===== src/rtl/mips_pkg.sv =====
// Shared definitions for the MIPS core pipeline.
// Contents:
//   MIPS_DATA_W     default datapath width
//   MIPS_REG_ADDR_W default register-index width
//   REG_ZERO        index of the hard-wired zero register
//   occ_state_t     occupancy of a pipeline stage with an optional skid entry
package mips_pkg;

    localparam int MIPS_DATA_W     = 32;
    localparam int MIPS_REG_ADDR_W = 5;
    localparam int REG_ZERO        = 0;

    typedef enum logic [1:0] {
        OCC_EMPTY = 2'd0,
        OCC_ONE   = 2'd1,
        OCC_TWO   = 2'd2
    } occ_state_t;

endpackage


===== src/rtl/mem_wb_entry.sv =====
// One MEM->WB payload register: control bits, load data, ALU result,
// destination register and the pre-selected write-back value.
// Ports:
//   clk, reset          clock, asynchronous active-high reset (clears all fields)
//   load                capture the d_* fields this cycle
//   clear_we            force the stored reg_write to 0 (used for squash)
//   d_reg_write ..      payload to capture
//   d_wb_data
//   q_reg_write ..      stored payload
//   q_wb_data
module mem_wb_entry #(
    parameter int DATA_W     = 32,
    parameter int REG_ADDR_W = 5
) (
    input  logic                  clk,
    input  logic                  reset,
    input  logic                  load,
    input  logic                  clear_we,
    input  logic                  d_reg_write,
    input  logic                  d_mem_to_reg,
    input  logic [DATA_W-1:0]     d_mem_data,
    input  logic [DATA_W-1:0]     d_alu_result,
    input  logic [REG_ADDR_W-1:0] d_rd,
    input  logic [DATA_W-1:0]     d_wb_data,
    output logic                  q_reg_write,
    output logic                  q_mem_to_reg,
    output logic [DATA_W-1:0]     q_mem_data,
    output logic [DATA_W-1:0]     q_alu_result,
    output logic [REG_ADDR_W-1:0] q_rd,
    output logic [DATA_W-1:0]     q_wb_data
);

    // A squash wins over a load so a flushed entry can never write the register file.
    always_ff @(posedge clk or posedge reset) begin
        if (reset) begin
            q_reg_write  <= 1'b0;
            q_mem_to_reg <= 1'b0;
            q_mem_data   <= '0;
            q_alu_result <= '0;
            q_rd         <= '0;
            q_wb_data    <= '0;
        end else begin
            if (load) begin
                q_reg_write  <= d_reg_write;
                q_mem_to_reg <= d_mem_to_reg;
                q_mem_data   <= d_mem_data;
                q_alu_result <= d_alu_result;
                q_rd         <= d_rd;
                q_wb_data    <= d_wb_data;
            end
            if (clear_we) begin
                q_reg_write <= 1'b0;
            end
        end
    end

endmodule


===== src/rtl/mem_wb_pipe_stage.sv =====
// MEM->WB pipeline stage with valid/ready handshake, flush and an optional
// skid entry. WB sees the registered MEM payload, a pre-muxed wb_data and a
// gated write enable; a saturating counter records back-pressure cycles.
// Ports:
//   clk, reset                 clock, asynchronous active-high reset
//   flush                      synchronous squash of all held entries
//   in_valid / in_ready        MEM-side handshake
//   in_reg_write .. in_rd      MEM-stage payload
//   out_valid / out_ready      WB-side handshake
//   out_reg_write .. out_rd    registered payload (reg_write forced 0 for rd==0)
//   wb_data                    registered mem_to_reg ? mem_data : alu_result
//   wb_we                      out_valid & out_reg_write & out_ready
//   stall_cnt                  saturating count of out_valid & !out_ready cycles
module mem_wb_pipe_stage
    import mips_pkg::*;
#(
    parameter int DATA_W      = MIPS_DATA_W,
    parameter int REG_ADDR_W  = MIPS_REG_ADDR_W,
    parameter int SKID        = 1,
    parameter int STALL_CNT_W = 16
) (
    input  logic                   clk,
    input  logic                   reset,
    input  logic                   flush,
    input  logic                   in_valid,
    output logic                   in_ready,
    input  logic                   in_reg_write,
    input  logic                   in_mem_to_reg,
    input  logic [DATA_W-1:0]      in_mem_data,
    input  logic [DATA_W-1:0]      in_alu_result,
    input  logic [REG_ADDR_W-1:0]  in_rd,
    output logic                   out_valid,
    input  logic                   out_ready,
    output logic                   out_reg_write,
    output logic                   out_mem_to_reg,
    output logic [DATA_W-1:0]      out_mem_data,
    output logic [DATA_W-1:0]      out_alu_result,
    output logic [REG_ADDR_W-1:0]  out_rd,
    output logic [DATA_W-1:0]      wb_data,
    output logic                   wb_we,
    output logic [STALL_CNT_W-1:0] stall_cnt
);

    localparam logic [STALL_CNT_W-1:0] STALL_MAX = '1;

    occ_state_t state, state_next;
    logic accept, retire;
    logic main_load, main_from_skid, skid_load;

    logic                  cap_reg_write;
    logic [DATA_W-1:0]     cap_wb_data;

    logic                  skid_reg_write, skid_mem_to_reg;
    logic [DATA_W-1:0]     skid_mem_data, skid_alu_result, skid_wb_data;
    logic [REG_ADDR_W-1:0] skid_rd;

    logic                  main_d_reg_write, main_d_mem_to_reg;
    logic [DATA_W-1:0]     main_d_mem_data, main_d_alu_result, main_d_wb_data;
    logic [REG_ADDR_W-1:0] main_d_rd;

    assign accept    = in_valid & in_ready;
    assign out_valid = (state != OCC_EMPTY);
    assign retire    = out_valid & out_ready;
    assign wb_we     = out_valid & out_reg_write & out_ready;

    // Writes to r0 are neutralised and the write-back value is chosen once,
    // at capture, so WB never waits on a mux behind the register.
    assign cap_reg_write = in_reg_write & (in_rd != REG_ADDR_W'(REG_ZERO));
    assign cap_wb_data   = in_mem_to_reg ? in_mem_data : in_alu_result;

    assign main_d_reg_write  = main_from_skid ? skid_reg_write  : cap_reg_write;
    assign main_d_mem_to_reg = main_from_skid ? skid_mem_to_reg : in_mem_to_reg;
    assign main_d_mem_data   = main_from_skid ? skid_mem_data   : in_mem_data;
    assign main_d_alu_result = main_from_skid ? skid_alu_result : in_alu_result;
    assign main_d_rd         = main_from_skid ? skid_rd         : in_rd;
    assign main_d_wb_data    = main_from_skid ? skid_wb_data    : cap_wb_data;

    always_ff @(posedge clk or posedge reset) begin
        if (reset) begin
            state <= OCC_EMPTY;
        end else begin
            state <= state_next;
        end
    end

    // Occupancy: main always holds the oldest entry; the skid entry only
    // fills when a new instruction arrives while WB is stalled.
    always_comb begin
        state_next     = state;
        main_load      = 1'b0;
        main_from_skid = 1'b0;
        skid_load      = 1'b0;
        if (flush) begin
            state_next = OCC_EMPTY;
        end else begin
            case (state)
                OCC_EMPTY: begin
                    if (accept) begin
                        state_next = OCC_ONE;
                        main_load  = 1'b1;
                    end
                end
                OCC_ONE: begin
                    if (accept && retire) begin
                        main_load = 1'b1;
                    end else if (accept) begin
                        if (SKID != 0) begin
                            state_next = OCC_TWO;
                            skid_load  = 1'b1;
                        end
                    end else if (retire) begin
                        state_next = OCC_EMPTY;
                    end
                end
                OCC_TWO: begin
                    if (retire) begin
                        state_next     = OCC_ONE;
                        main_load      = 1'b1;
                        main_from_skid = 1'b1;
                    end
                end
                default: begin
                    state_next = OCC_EMPTY;
                end
            endcase
        end
    end

    mem_wb_entry #(
        .DATA_W     (DATA_W),
        .REG_ADDR_W (REG_ADDR_W)
    ) main (
        .clk          (clk),
        .reset        (reset),
        .load         (main_load),
        .clear_we     (flush),
        .d_reg_write  (main_d_reg_write),
        .d_mem_to_reg (main_d_mem_to_reg),
        .d_mem_data   (main_d_mem_data),
        .d_alu_result (main_d_alu_result),
        .d_rd         (main_d_rd),
        .d_wb_data    (main_d_wb_data),
        .q_reg_write  (out_reg_write),
        .q_mem_to_reg (out_mem_to_reg),
        .q_mem_data   (out_mem_data),
        .q_alu_result (out_alu_result),
        .q_rd         (out_rd),
        .q_wb_data    (wb_data)
    );

    generate
        if (SKID != 0) begin : g_skid
            logic in_ready_q;

            mem_wb_entry #(
                .DATA_W     (DATA_W),
                .REG_ADDR_W (REG_ADDR_W)
            ) skid (
                .clk          (clk),
                .reset        (reset),
                .load         (skid_load),
                .clear_we     (flush),
                .d_reg_write  (cap_reg_write),
                .d_mem_to_reg (in_mem_to_reg),
                .d_mem_data   (in_mem_data),
                .d_alu_result (in_alu_result),
                .d_rd         (in_rd),
                .d_wb_data    (cap_wb_data),
                .q_reg_write  (skid_reg_write),
                .q_mem_to_reg (skid_mem_to_reg),
                .q_mem_data   (skid_mem_data),
                .q_alu_result (skid_alu_result),
                .q_rd         (skid_rd),
                .q_wb_data    (skid_wb_data)
            );

            // Registered ready breaks the combinational path from WB back to MEM.
            always_ff @(posedge clk or posedge reset) begin
                if (reset) begin
                    in_ready_q <= 1'b1;
                end else begin
                    in_ready_q <= (state_next != OCC_TWO);
                end
            end

            assign in_ready = in_ready_q;
        end else begin : g_noskid
            assign skid_reg_write  = 1'b0;
            assign skid_mem_to_reg = 1'b0;
            assign skid_mem_data   = '0;
            assign skid_alu_result = '0;
            assign skid_rd         = '0;
            assign skid_wb_data    = '0;
            assign in_ready        = !out_valid | out_ready;
        end
    endgenerate

    always_ff @(posedge clk or posedge reset) begin
        if (reset) begin
            stall_cnt <= '0;
        end else if (out_valid && !out_ready && (stall_cnt != STALL_MAX)) begin
            stall_cnt <= stall_cnt + 1'b1;
        end
    end

endmodule


===== config.mk =====
export PLATFORM = sky130hd
export DESIGN_NAME = mem_wb_pipe_stage
export DESIGN_NICKNAME = d
export VERILOG_FILES = /design/src/rtl/mips_pkg.sv /design/src/rtl/mem_wb_entry.sv /design/src/rtl/mem_wb_pipe_stage.sv
export SDC_FILE = /design/constraint.sdc
export NUM_CORES = 1
export LEC_CHECK = 0
export ABC_AREA = 0
export CAP_MARGIN = 5
export CORE_UTILIZATION = 57
export DETAILED_ROUTE_END_ITERATION = 10
export DONT_BUFFER_PORTS = 1
export PLACE_DENSITY_LB_ADDON = 0.15
export SETUP_SLACK_MARGIN = 0.4
export SKIP_CTS_REPAIR_TIMING = 1
export SLEW_MARGIN = 20
export SYNTH_ARGS = -nofsm -noshare
export SYNTH_HDL_FRONTEND = slang
export SYNTH_SLANG_ARGS = --single-unit

===== constraint.sdc =====
create_clock -name clk -period 6.9 [get_ports clk]
set_input_delay 0.69 -clock clk [delete_from_list [all_inputs] [get_ports clk]]
set_output_delay 0.69 -clock clk [all_outputs]
set_load 0.01 [all_outputs]

==> Yosys cells after proc, flatten, opt, wreduce, memory -nomap -nowiden <==
Cells that the tools add are included.
{ "word_totals": {"reg_bits": 225, "output_inout_bits": 122, "elab_cells": 62} }
{ "classes": {"bitwise": 5, "mux": 28, "n_addsub": 1, "reduce_logical": 9, "eq_ne": 4} }
{ "op_table": {"columns": ["operator", "count"], "rows": [
  ["$mux 32", 4],
  ["$add 16x1->16 const B", 1],
  ["$ne 16x16->1 const B", 1],
  ["$mux 1", 15],
  ["$mux 2", 6],
  ["$pmux 2 s3", 1],
  ["$reduce_bool 2->1", 3],
  ["$and 1x1->1", 5],
  ["$mux 5", 1],
  ["$reduce_bool 5->1", 1],
  ["$logic_and 1x1->1", 3],
  ["$pmux 1 s3", 1],
  ["$eq 2x1->1 const B", 1],
  ["$eq 2x2->1 const B", 1],
  ["$logic_not 2->1", 1],
  ["$ne 2x2->1 const B", 1],
  ["$logic_not 1->1", 1]
]} }

==> Depth between registers and ports, before layout <==
Gate-level depths: netlist of the first run.
{ "logic_depth": {"ltp_word": 8, "mapped_depth": 8, "mapped_depth_nobuf": 5} }

==> Modules after synthesis <==
A second synthesis of the first run with hierarchy kept.
{ "hier_totals": {"cells_unflattened": 687, "area_unflattened_um2": 10312.4} }
{ "by_module_without_submodules": {"columns": ["module", "cells_per_inst", "area_per_inst_um2", "n_inst"], "rows": [
  ["mem_wb_entry", 219, 3844.9, 2],
  ["mem_wb_pipe_stage", 249, 2622.5, 1]
]} }

==> Least setup slack after synthesis of the first run <==
OpenSTA, ideal clock, no wires.
{ "synth_timing": {"kind": "input -> register", "startpoint": "in out_ready", "endpoint": "reg stall_cnt[15]", "setup_time_ns": 0.128, "required_ns": 6.772, "stages": 5, "path_buffers": 1, "slack_ns": 4.866, "t_arrival_ns": 1.906, "cell_sequence": "o21bai_4 -> or3_1 -> buf_2 -> nor4_2 -> mux2_1"} }
{ "synth_between": {"elab_chain_cells": 3} }
{ "synth_lines": {"columns": ["item", "line", "text"], "rows": [
  ["start: declaration", "mem_wb_pipe_stage.sv:33", "input logic out_ready,"],
  ["$logic_not 1->1", "mem_wb_pipe_stage.sv:201", "end else if (out_valid && !out_ready && (stall_cnt != STALL_MAX)) begin"],
  ["$logic_and 1x1->1 (2 in series)", "mem_wb_pipe_stage.sv:201", null],
  ["end signal: assignment", "mem_wb_pipe_stage.sv:202", "stall_cnt <= stall_cnt + 1'b1;"],
  ["end: declaration", "mem_wb_pipe_stage.sv:41", "output logic [STALL_CNT_W-1:0] stall_cnt"]
]} }
Every way passes these cells.
A chain may end at the register's enable or synchronous reset.

==> Final worst setup path of the first run <==
{ "layout_timing": {"startpoint": "reg g_skid.in_ready_q (netlist: in_ready)", "endpoint": "reg g_skid.skid.q_alu_result[14]"} }
{ "layout_between": {"elab_chain_cells": 5} }
{ "layout_lines": {"columns": ["item", "line", "text"], "rows": [
  ["start: declaration", "mem_wb_pipe_stage.sv:153", "logic in_ready_q;"],
  ["start signal: assignment", "mem_wb_pipe_stage.sv:182", "in_ready_q <= (state_next != OCC_TWO);"],
  ["$and 1x1->1 (*)", "mem_wb_pipe_stage.sv:61", "assign accept = in_valid & in_ready;"],
  ["$mux 1 or $logic_and 1x1->1 (tied branches)", "mem_wb_pipe_stage.sv:106, mem_wb_pipe_stage.sv:104", null],
  ["$mux 1 (*)", "mem_wb_pipe_stage.sv:104", "if (accept && retire) begin"],
  ["$mux 1 (*)", "mem_wb_pipe_stage.sv:96", "case (state)"],
  ["$mux 1 (*)", "mem_wb_pipe_stage.sv:93", "if (flush) begin"],
  ["end signal: assignment", "mem_wb_entry.sv:47", "q_alu_result <= d_alu_result;"],
  ["end: declaration", "mem_wb_entry.sv:28", "output logic [DATA_W-1:0] q_alu_result,"]
]} }
Mark *: on every way between the ends. The rest lies on a longest branch, timed or not.

==> reports/results.ini, run 1 <==
[logic_synthesis]
yosys-top-cells-count = dfrtp_1, nand2_1, mux2i_1
yosysUniqueCellTypes = 46
syn_inst = 871
synth_top_area_share_pct = 57.2
synth.area.top_cells = dfrtp_1, mux2i_1, mux2_2, o21ai_0, nand2_1
synth.most_common_cell = dfrtp_1
yosys_most_used_dff = dfrtp_1
async_reset_ff_share_pct = 100
synth_top_area_cell = dfrtp_1
yosysWarnings = 0
syn_avg_cell_area_um2 = 11.2
synth.cell_area_um2 = 9800
yosysSeqAreaShare_pct = 57.5
ys_ff_latch = 225
synth-edff-count = 0
synth_nets = 948

[global_routing]
grtUsageTotal_pct = 22.5
first_global_vias = 6408
grt_max_degree = 123
gr-total-overflow = 0
antenna_found_initial = 0
grt_first_pass_wirelength_mm = 32.5

[run_status]
status = completed

[run]
maxCapViolations = 0

[setup_path]
cp-end-kind = register
max_stage_delay_ns = 0.73
crit_path_top_delay_cell = buf_4
worstPathArrival_ns = 3.37
crit_type = register to register
timing.critical_path.mode_cell = buf_4
worstPathMaxFanout = 68
path_cells = nand2_1, nor4_4, buf_4, buf_4, mux2_2
worst_ep_required_time_ns = 7.27
worstSetupStartpointType = register

[pwr]
power.density_nw_per_um2 = 333
combPwrFrac_pct = 11.7
leakage_uw = 0.00464
finalPower_uw = 3530
seqPwrFrac_pct = 54.3
switching_share_pct = 27.3
ir_worst_vdd_mv = 0.201
pwr-share-clk_pct = 34.0
netSwitchingPower_uw = 965
internal-power_uw = 2570

[cts]
cts_tree = built
htree_levels = 1
cts_sinks = 225
numCtsBuffers = 24
clock_path_buffers = 3
clk_pin_slew_ns = 0.06
cts_root_buffer = clkbuf_16
clk-insertion-delay-late_ns = 0.50

[sta]
fin_crit_sh_pct = 43.5
setup_tns_ns = 0
fin_crit_ns = 3.00
whs_ns = 0.250
drv_slew = 0
hold_viol = 0
relSlewSlack_pct = 37.2
setup_viol = 0
tightest_slew_ns = 0.942
fin_skew_ns = 0.0158
fmaxAchievable_mhz = 333
rsz0062_at_grt = no

[place]
port_buffers = 0
gp_congestion = 0.882
hpwl_mm = 12.8

[die]
ios = 198
rows = 47
core-area_um2 = 16700
die_h_um = 133
dieArea_um2 = 17700
start_util_pct = 58.7
die_w_um = 133

[finish]
final_layout_size_suffix_gt1_share_pct = 13.3
area_growth_pct = 8.43
seqCellArea_um2 = 5630
nNetsFinal = 924
antenna_cells = 0
multi_input_area_um2 = 3890
fin_util_pct = 63.6
fill_cells = 1347

[route]
drtIter0Drc = 244
detail-route-antenna-nets = 0
wirelength_mm = 19.5
route.detailed.wl_per_inst_um = 18.0
vias = 6258
drcViolationCount = 0
via_per_inst = 5.78
first_pass_iters = 5

[min_path]
min_path_type = input pin to register

cell families after synthesis:
group	Yosys count	synth area share, %
muxes	176	18.9
xor gates and xnor gates	12	1.07
DFF	225	57.5
adders and majority gates	1	0.128
and+or+nand+nor	220	10.1
buffers and inverters	60	2.91
AOI/OAI and AO/OA	177	9.44
routing by layer:
layer	routed length [um]	global-route usage, %
met5	0	0
met3	1740	7.38
met2	9010	36.3
met4	352	5.56
met1	8390	29.7
worst paths after layout:
path	startpoint	endpoint	slack, ns	cells after the start
max in group asynchronous	reset	main.q_alu_result[7]$_DFFE_PP0P_	5.36	2
worst max-delay path	in_ready$_DFF_PP1_	g_skid.skid.q_alu_result[14]$_DFFE_PP0P_	3.90	5
worst max register to register	in_ready$_DFF_PP1_	g_skid.skid.q_alu_result[14]$_DFFE_PP0P_	3.90	5
worst min-delay path	flush	state[0]$_DFF_PP0_	0.25	1
worst min register to register	g_skid.skid.q_mem_data[0]$_DFFE_PP0P_	g_skid.skid.q_mem_data[0]$_DFFE_PP0P_	0.48	1
min in group asynchronous	reset	g_skid.skid.q_wb_data[23]$_DFFE_PP0P_	0.26	1
per-stage QoR:
step	setup slack, ns	area (um2)	instances
floorplan	3.27	9800	871
global placement	3.91	9880	1041
detailed placement	3.84	9880	1041
CTS	3.91	10600	1082
global route	3.65	10600	1082
finish	3.90	10600	1082
final cells by class:
cell class	count	share of cell area (%)
multi-input cells	586	36.6
well taps	220	2.59
repair buffers	7	0.612
inverters	3	0.141
flip-flops and latches	225	53.0
clock inverters	3	0.177
clock buffers	38	6.82
worst max-delay path, delay by kind of cell, from the launching register on:
family                 cells  cell delay, ns
buffers and inverters      2            1.41
DFF                        1            0.58
and+or+nand+nor            2            0.42
muxes                      1            0.42
cells in the final DEF (no fill, tap or decap), drive strengths merged, types with 2 or more instances in the layout:
cell type,Yosys,final
a21oi,66,66
buf,40,7
clkbuf,17,38
clkinv,0,2
dfrtp,224,224
inv,3,3
mux2,72,72
mux2i,104,104
nand2,110,110
nand3,6,6
nand4,3,3
nor2,71,71
nor3,8,8
nor4,6,6
nor4b,2,2
o21ai,103,103
or2,2,2
or3,2,2
xor2,11,11
power groups by stage:
stage	clock network [uW]	logic, uW	registers [uW]
finish	1200	414	1920
CTS	1230	423	1920
global route	1280	484	1960
floorplan	0	363	1870
global placement	0	392	1920
detailed placement	0	424	1940
Note: power is estimated with default switching activity, not from simulation.
==> run 2, diff against run 1 <==
- CORE_UTILIZATION: 57 -> 61
- clock period: 6.9 -> 2.8 ns (I/O delays scaled with it)
==> reports/results.ini, run 2 (synthesis gave the netlist of run 1 again) <==
[sta]
drv_slew = 0  ; unchanged
setup_tns_ns = 0  ; unchanged
fin_crit_sh_pct = 77.4  ; +34 points
tightest_slew_ns = 0.765  ; -0.178 ns
relSlewSlack_pct = 49.0  ; +12 points
hold_viol = 14  ; +14
whs_ns = -0.0140  ; -0.264 ns
setup_slack_ns = 0.633  ; -3.27 ns
fin_crit_ns = 2.17  ; -0.834 ns
fmaxAchievable_mhz = 461  ; +39%
rsz0062_at_grt = no
setup_viol = 0  ; unchanged
fin_skew_ns = 0.00457  ; -0.0113 ns

[route]
drtIter0Drc = 386  ; +58%
drcViolationCount = 0  ; unchanged
topRoutingLayerUsed = met4
wl_met3_mm = 1.71  ; -2.0%
first_pass_iters = 4  ; -1
route.detailed.wl_per_inst_um = 18.7  ; +3.8%
wl_met1_mm = 9.18  ; +9.4%
vias = 6684  ; +6.8%
via_per_inst = 5.83  ; +0.84%
detail-route-antenna-nets = 0  ; unchanged
route.met2.wl_mm = 10.0  ; +11%
wirelength_mm = 21.4  ; +10%

[run_status]
status = finished with violations
violations = negative hold slack

[pwr]
power.density_nw_per_um2 = 770  ; +130%
leakage_uw = 0.00496  ; +6.8%
ir_worst_vdd_mv = 0.506  ; +150%

[finish]
antenna_cells = 0  ; unchanged
final_layout_size_suffix_gt1_share_pct = 12.3  ; -1.0 points
layout_commonest_cell = dfrtp_1
fin_cells = 1146  ; +5.9%
area_growth_pct = 16.2
final_cell_mix = dfrtp_1, nand2_1, mux2i_1
nNetsFinal = 997  ; +7.9%

[place]
port_buffers = 0  ; unchanged
hpwl_mm = 12.9  ; +0.25%
dp_worst_setup_slack_ns = 0.680  ; -3.16 ns
gp_congestion = 0.827  ; -6.2%
place_inst = 1032  ; -0.86%

[setup_path]
crit_type = register to register
worstPathMaxFanout = 58  ; -15%
worst_ep_required_time_ns = 3.13  ; -4.14 ns
cp-end-kind = register
worstSetupStartpointType = register
worstPathArrival_ns = 2.50  ; -0.87 ns

[cts]
htree_levels = 1  ; unchanged
cts_tree = built
cts_sinks = 225  ; unchanged
clk-insertion-delay-late_ns = 0.50  ; about the same
cts_root_buffer = clkbuf_16
clk_pin_slew_ns = 0.06  ; about the same
clock_path_buffers = 3  ; unchanged
numCtsBuffers = 23  ; -4.2%

[global_routing]
grtUsageTotal_pct = 24.5  ; +2.0 points
grt_first_pass_wirelength_mm = 32.6  ; +0.45%
antenna_found_initial = 0  ; unchanged
grt_max_degree = 205  ; +67%
gr-total-overflow = 0  ; unchanged
first_global_vias = 6403  ; -0.078%

[die]
start_util_pct = 63.5  ; +4.8 points
rows = 45  ; -4.3%
ios = 198  ; unchanged
die_h_um = 129  ; -3.3%
die_w_um = 129  ; -3.3%
dieArea_um2 = 16600  ; -6.5%
core-area_um2 = 15400  ; -7.6%

[min_path]
min_path_type = input pin to register

[run]
maxCapViolations = 0  ; unchanged

-- run 2: cell count changes in the layout (fill, tap and decap cells not counted), sizes merged --
cell         previous run  this run
clkinv                  2         6
clkbuf                 38        33
inv                     3         2
dlygate4sd3             0        74
bufinv                  0         1
-- run 2: power by group --
group	internal [uW]	total, uW	switching [uW]
Sequential	4050	4750	707
Combinational	597	1130	532
Clock	1680	2890	1200
Total	6320	8770	2440
-- run 2: per-stage QoR --
step                instance area (um2)  util (%)  hold WS [ns]  power, uW
global placement                   9940      64.5         0.350       5710
finish                            11400      73.8       -0.0140       8770
detailed placement                 9940      64.5         0.349       5850
floorplan                          9800         -         0.346       5500
CTS                               10600      69.0        -0.171       8740
global route                      11400      73.8       0.00189       9230
-- run 2: routing by layer --
layer	global-route usage, %	vias up
met2	39.1	210
met1	31.8	3313
met5	0	-
li1	-	3119
met4	8.03	0
met3	8.23	42
-- run 2: area by class of cell --
class | count | area, um2
Multi-Input combinational cell | 586 | 3890
Fill cell | 1033 | 4040
Inverter | 3 | 15.0
Timing Repair Buffer | 81 | 881
Clock inverter | 7 | 60.1
Tap cell | 211 | 264
Sequential cell | 225 | 5630
Clock buffer | 33 | 643
-- run 2: worst paths after layout --
path / startpoint / to / slack (ns) / depth (start not counted)
hold reg to reg: g_skid.skid.q_mem_data[20]$_DFFE_PP0P_ / g_skid.skid.q_mem_data[20]$_DFFE_PP0P_ / 0.49 / 1
hold / removal: in_rd[0] / main.q_rd[0]$_DFFE_PP0P_ / -0.01 / 2
min in group asynchronous: reset / g_skid.skid.q_wb_data[24]$_DFFE_PP0P_ / 0.47 / 3
setup reg to reg: state[1]$_DFF_PP0_ / main.q_mem_data[4]$_DFFE_PP0P_ / 0.63 / 4
max in group asynchronous: reset / main.q_mem_data[8]$_DFFE_PP0P_ / 1.85 / 3
setup / recovery: state[1]$_DFF_PP0_ / main.q_mem_data[4]$_DFFE_PP0P_ / 0.63 / 4
-- run 2: worst max-delay path, cell delays in order (launching register included) --
cell      delay, ns
dfrtp_1        0.61
and4bb_4       0.60
buf_12         0.35
mux2i_1        0.26
o21ai_0        0.11
